$ cat config.mk
export PLATFORM = sky130hd
export DESIGN_NAME = elevator_controller
export DESIGN_NICKNAME = d
export VERILOG_FILES = /design/src/rtl/elevator_pkg.sv /design/src/rtl/elevator_timer.sv /design/src/rtl/elevator_controller.sv
export SDC_FILE = /design/constraint.sdc
export NUM_CORES = 1
export LEC_CHECK = 0
export CORE_AREA = 2 2 52 54
export DETAILED_ROUTE_END_ITERATION = 6
export DIE_AREA = 0 0 54 56
export PLACE_DENSITY = 0.77
export SLEW_MARGIN = 5
export SYNTH_ARGS = -nofsm -noshare
export SYNTH_HDL_FRONTEND = slang
export SYNTH_SLANG_ARGS = --single-unit
export TNS_END_PERCENT = 50
$ cat constraint.sdc
create_clock -name clk -period 3.61 [get_ports clk]
set_input_delay 0.5415 -clock clk [delete_from_list [all_inputs] [get_ports clk]]
set_output_delay 0.5415 -clock clk [all_outputs]
set_load 0.01 [all_outputs]
$ cat src/rtl/elevator_pkg.sv
// Shared types and helpers for the elevator controller slice.
package elevator_pkg;

  localparam int unsigned FLOORS = 6;

  typedef logic [FLOORS:1] floor_t;

  typedef enum logic [1:0] {
    IDLE,
    DOOR_OPEN,
    MOVE_UP,
    MOVE_DOWN
  } state_e;

  // All-zero and multi-hot vectors are treated as "no request".
  function automatic logic onehot_valid(floor_t f);
    return (f != '0) && ((f & (f - floor_t'(1))) == '0);
  endfunction

endpackage

$ cat src/rtl/elevator_timer.sv
// Clearable up-counter shared by the door dwell and travel phases.
module elevator_timer #(
  parameter int unsigned MAX_CYCLES = 100
) (
  input  logic                                          clk,
  input  logic                                          rst_n,
  input  logic                                          clr_i,
  input  logic [((MAX_CYCLES > 1) ? $clog2(MAX_CYCLES) : 1)-1:0] tc_i,
  output logic                                          done_o
);

  localparam int unsigned W = (MAX_CYCLES > 1) ? $clog2(MAX_CYCLES) : 1;

  logic [W-1:0] cnt_q;
  logic [W-1:0] cnt_d;

  always_comb begin
    cnt_d = clr_i ? '0 : cnt_q + 1'b1;
  end

  always_ff @(posedge clk or negedge rst_n) begin
    if (!rst_n) begin
      cnt_q <= '0;
    end else begin
      cnt_q <= cnt_d;
    end
  end

  assign done_o = (cnt_q == tc_i);

endmodule

$ cat src/rtl/elevator_controller.sv
// Six-floor elevator sequencer: owns car position, door dwell and travel timing,
// and freezes the request latch (closeDoor) while the car is moving.
module elevator_controller
  import elevator_pkg::*;
#(
  parameter int unsigned TRAVEL_CYCLES = 50,
  parameter int unsigned DOOR_CYCLES   = 100
) (
  input  logic   clk,
  input  logic   reset,
  input  floor_t whichFloor,
  input  logic   openBtn,
  output logic   closeDoor,
  output floor_t currentFloor,
  output logic   doorOpen,
  output logic   up,
  output logic   down
);

  localparam int unsigned MAX_CYCLES = (TRAVEL_CYCLES > DOOR_CYCLES) ? TRAVEL_CYCLES : DOOR_CYCLES;
  localparam int unsigned TW         = (MAX_CYCLES > 1) ? $clog2(MAX_CYCLES) : 1;
  localparam logic [TW-1:0] TRAVEL_TC = TW'(TRAVEL_CYCLES - 1);
  localparam logic [TW-1:0] DOOR_TC   = TW'(DOOR_CYCLES - 1);

  state_e        state_q, state_d;
  floor_t        floor_q, floor_d;
  logic          tmr_clr;
  logic          tmr_done;
  logic [TW-1:0] tmr_tc;
  logic          tgt_valid;

  assign tgt_valid = onehot_valid(whichFloor);
  assign tmr_tc    = (state_q == DOOR_OPEN) ? DOOR_TC : TRAVEL_TC;

  elevator_timer #(
    .MAX_CYCLES(MAX_CYCLES)
  ) u_timer (
    .clk   (clk),
    .rst_n (reset),
    .clr_i (tmr_clr),
    .tc_i  (tmr_tc),
    .done_o(tmr_done)
  );

  always_ff @(posedge clk or negedge reset) begin
    if (!reset) begin
      state_q <= DOOR_OPEN;
      floor_q <= floor_t'(1);
    end else begin
      state_q <= state_d;
      floor_q <= floor_d;
    end
  end

  always_comb begin
    state_d = state_q;
    floor_d = floor_q;
    tmr_clr = 1'b0;
    unique case (state_q)
      DOOR_OPEN: begin
        if (openBtn) begin
          tmr_clr = 1'b1;
        end else if (tmr_done) begin
          state_d = IDLE;
          tmr_clr = 1'b1;
        end
      end
      IDLE: begin
        // Timer is held at zero so every exit from IDLE starts a fresh count.
        tmr_clr = 1'b1;
        if (openBtn) begin
          state_d = DOOR_OPEN;
        end else if (tgt_valid && (whichFloor > floor_q)) begin
          state_d = MOVE_UP;
        end else if (tgt_valid && (whichFloor < floor_q)) begin
          state_d = MOVE_DOWN;
        end
      end
      MOVE_UP: begin
        if (tmr_done) begin
          tmr_clr = 1'b1;
          if (floor_q[FLOORS]) begin
            state_d = DOOR_OPEN;
          end else begin
            floor_d = floor_q << 1;
            if (floor_d == whichFloor) begin
              state_d = DOOR_OPEN;
            end
          end
        end
      end
      MOVE_DOWN: begin
        if (tmr_done) begin
          tmr_clr = 1'b1;
          if (floor_q[1]) begin
            state_d = DOOR_OPEN;
          end else begin
            floor_d = floor_q >> 1;
            if (floor_d == whichFloor) begin
              state_d = DOOR_OPEN;
            end
          end
        end
      end
      default: begin
        state_d = DOOR_OPEN;
        tmr_clr = 1'b1;
      end
    endcase
  end

  always_comb begin
    closeDoor = 1'b0;
    doorOpen  = 1'b0;
    up        = 1'b0;
    down      = 1'b0;
    unique case (state_q)
      IDLE:      closeDoor = 1'b1;
      DOOR_OPEN: doorOpen  = 1'b1;
      MOVE_UP:   up        = 1'b1;
      MOVE_DOWN: down      = 1'b1;
      default:   doorOpen  = 1'b0;
    endcase
  end

  assign currentFloor = floor_q;

endmodule

==> impl_metrics.ini <==
[power]
pwr-share-seq = 0.534
swShare = 0.278
ir_drop_mv = 0.296
p_leak_nw = 0.572
power_density_nw_per_um2 = 229
p_clk_frac = 0.290
power_frac_comb = 0.175
cellInternalPower_w = 0.000240
p_switching_w = 0.0000926

[floorplan]
start_util = 0.521
die_h_um = 56
die_w_um = 54
io_pins = 19
core_area_um2 = 2430
dieArea_um2 = 3020
rows = 18

[synth]
yosys_warnings = 0
yosys-top-cells-count = 13 x dfrtp_1, 12 x nor2_1, 11 x xnor2_1
synth_edf_count = 0
yosysUniqueCellTypes = 46
syn_inst = 140
ys_ff_latch = 15
yosysMostFrequentCell = dfrtp_1
yosys.area.top_type = dfrtp_1
synth-async-reset-ratio = 1.00
avgSynthCellArea_um2 = 9.05
ys_top_cells_by_area = dfrtp_1 26%, xnor2_1 7.6%, ha_1 6.9%
synth_top_area_share = 0.257
yosysSeqAreaShare = 0.298
syn_nets = 156
ys.flop_type = dfrtp_1
synthesis.area_um2 = 1270

[clocking]
numCtsBuffers = 3
postCtsHoldBufs = 0
root_buffer = clkbuf_4
ctsResizeCount = 0
cts_buffer_depth = 2
clock-sinks = 15
clkTransAtPathRegs_ns = 0.09
post-cts-setup-buffer-count = 0
insertion_delay_ns = 0.28
cts_tree = built
htreeDepth = 1

[timing]
final-hold-violation-count = 0
rsz0062_at_grt = false
min_period_ns = 2.44
fin_crit_sh = 0.677
fmax_mhz = 409
max_slew_margin = 0.557
setup_tns_ns = 0
tightest_slew_ns = 0.663
report.final.setup_viol = 0
slew_violations = 0
skew_ns = 0.00283

[hold_path]
holdCritPathClass = reg2reg

[place]
portBuffers = 18
dpl_cell_area_um2 = 1430
gp_congestion = 0.855
place_hpwl_um = 2040

[drt]
firstDrtPassIters = 5
detail_route.iter0.violations = 40
wirelength_um = 2680
drc = 0
viasPerCell = 5.92
ant_nets = 0
vias = 1090
wire_per_inst_um = 14.6

[global_routing]
grt_max_degree = 16
grt_pass1_wl_um = 4500
grt_usage = 0.193
antenna_found_initial = 0
grt_overflow = 0
grt_pass1_vias = 1002

[setup_path]
end_kind = flip-flop
required_ns = 3.82
r2r_slack_ns = 1.53
critPathArrivalTime_ns = 2.65
critPathMaxFanout = 10
cp-start-kind = primary input
critPathKind = in2reg

[outcome]
status = finished, final reports clean

[layout]
drive_gt1_frac = 0.0909
diodes = 0
final_nets = 171
fin_area_um2 = 1450
areaGrowthSynthToFinish_pct = 14.6

[run]
max_cap_violations = 0
## final timing paths
check                                 start               end  cells past startpoint
min                        u_timer.cnt_q[0]  u_timer.cnt_q[0]                      1
max in group asynchronous             reset   currentFloor[2]                      1
max reg2reg                 currentFloor[5]        state_q[0]                      7
max                           whichFloor[3]        state_q[0]                      7
min reg2reg                u_timer.cnt_q[0]  u_timer.cnt_q[0]                      1
min in group asynchronous             reset  u_timer.cnt_q[0]                      1
## cell type report
class / instances / area, µm²
fillers: 241 / 980
well taps: 30 / 37.5
inverters: 9 / 33.8
clock inverters: 1 / 5.00
flip-flops and latches: 15 / 378
multi-input cells: 108 / 796
clock buffers: 3 / 22.5
repair buffers: 18 / 180
## stage by stage
step	setup slack, ns	total power, W	cells	util	hold slack, ns
after floorplan	1.64	0.000219	140	-	0.246
after global placement	0.932	0.000236	180	0.586	0.464
after detailed placement	0.885	0.000238	180	0.586	0.470
after CTS	1.20	0.000335	184	0.597	0.486
after global routing	1.08	0.000349	184	0.597	0.506
final	1.17	0.000332	184	0.597	0.482
## registers in the layout (all words and copies together), names as in the netlist
name	cells
u_timer.cnt_q	7
currentFloor	6
state_q	2
## kinds of logic (layout without fill, tap and decap cells)
family | Yosys count | after routing | synth area share
AOI/OAI and AO/OA | 31 | 31 | 0.180
xor gates and xnor gates | 17 | 17 | 0.117
adders and majority gates | 7 | 7 | 0.0691
buffers and inverters | 17 | 31 | 0.0740
DFF | 15 | 15 | 0.298
muxes | 4 | 4 | 0.0326
and+or+nand+nor | 49 | 49 | 0.229
## worst max-delay path, cell delays in order
cell,delay (ns)
clkdlybuf4s50_1,0.63
ha_1,0.42
a21oi_1,0.06
o21ai_0,0.43
a2111oi_4,0.12
o41ai_1,0.32
o211ai_1,0.13
## routing by layer
| layer | global-route usage | vias up | wire, µm |
|---|---|---|---|
| met4 | 0.0536 | 0 | 48 |
| met1 | 0.298 | 516 | 1350 |
| met2 | 0.275 | 38 | 1170 |
| met3 | 0.0269 | 6 | 115 |
| li1 | - | 530 | - |
| met5 | 0 | - | 0 |
## placed cells by master, fill, tap and decap left out, types with 4 or more instances in the layout
| cell type | instances |
|---|---|
| xnor2_1 | 11 |
| clkdlybuf4s50_1 | 18 |
| dfrtp_1 | 13 |
| ha_1 | 7 |
| o21ai_0 | 9 |
| a21oi_1 | 4 |
| nand3_1 | 5 |
| nand2_1 | 7 |
| nor2_1 | 12 |
| xor2_1 | 6 |
| inv_1 | 9 |
## power by group through the flow
stage / registers [W] / logic, W / clock network [W]
3_5_place_dp: 0.000181 / 0.0000576 / 0
6_report: 0.000178 / 0.0000583 / 0.0000965
3_3_place_gp: 0.000180 / 0.0000553 / 0
5_1_grt: 0.000178 / 0.0000656 / 0.000105
4_1_cts: 0.000177 / 0.0000580 / 0.0000994
2_1_floorplan: 0.000179 / 0.0000405 / 0
No activity file was read; power rests on OpenSTA's default activity.
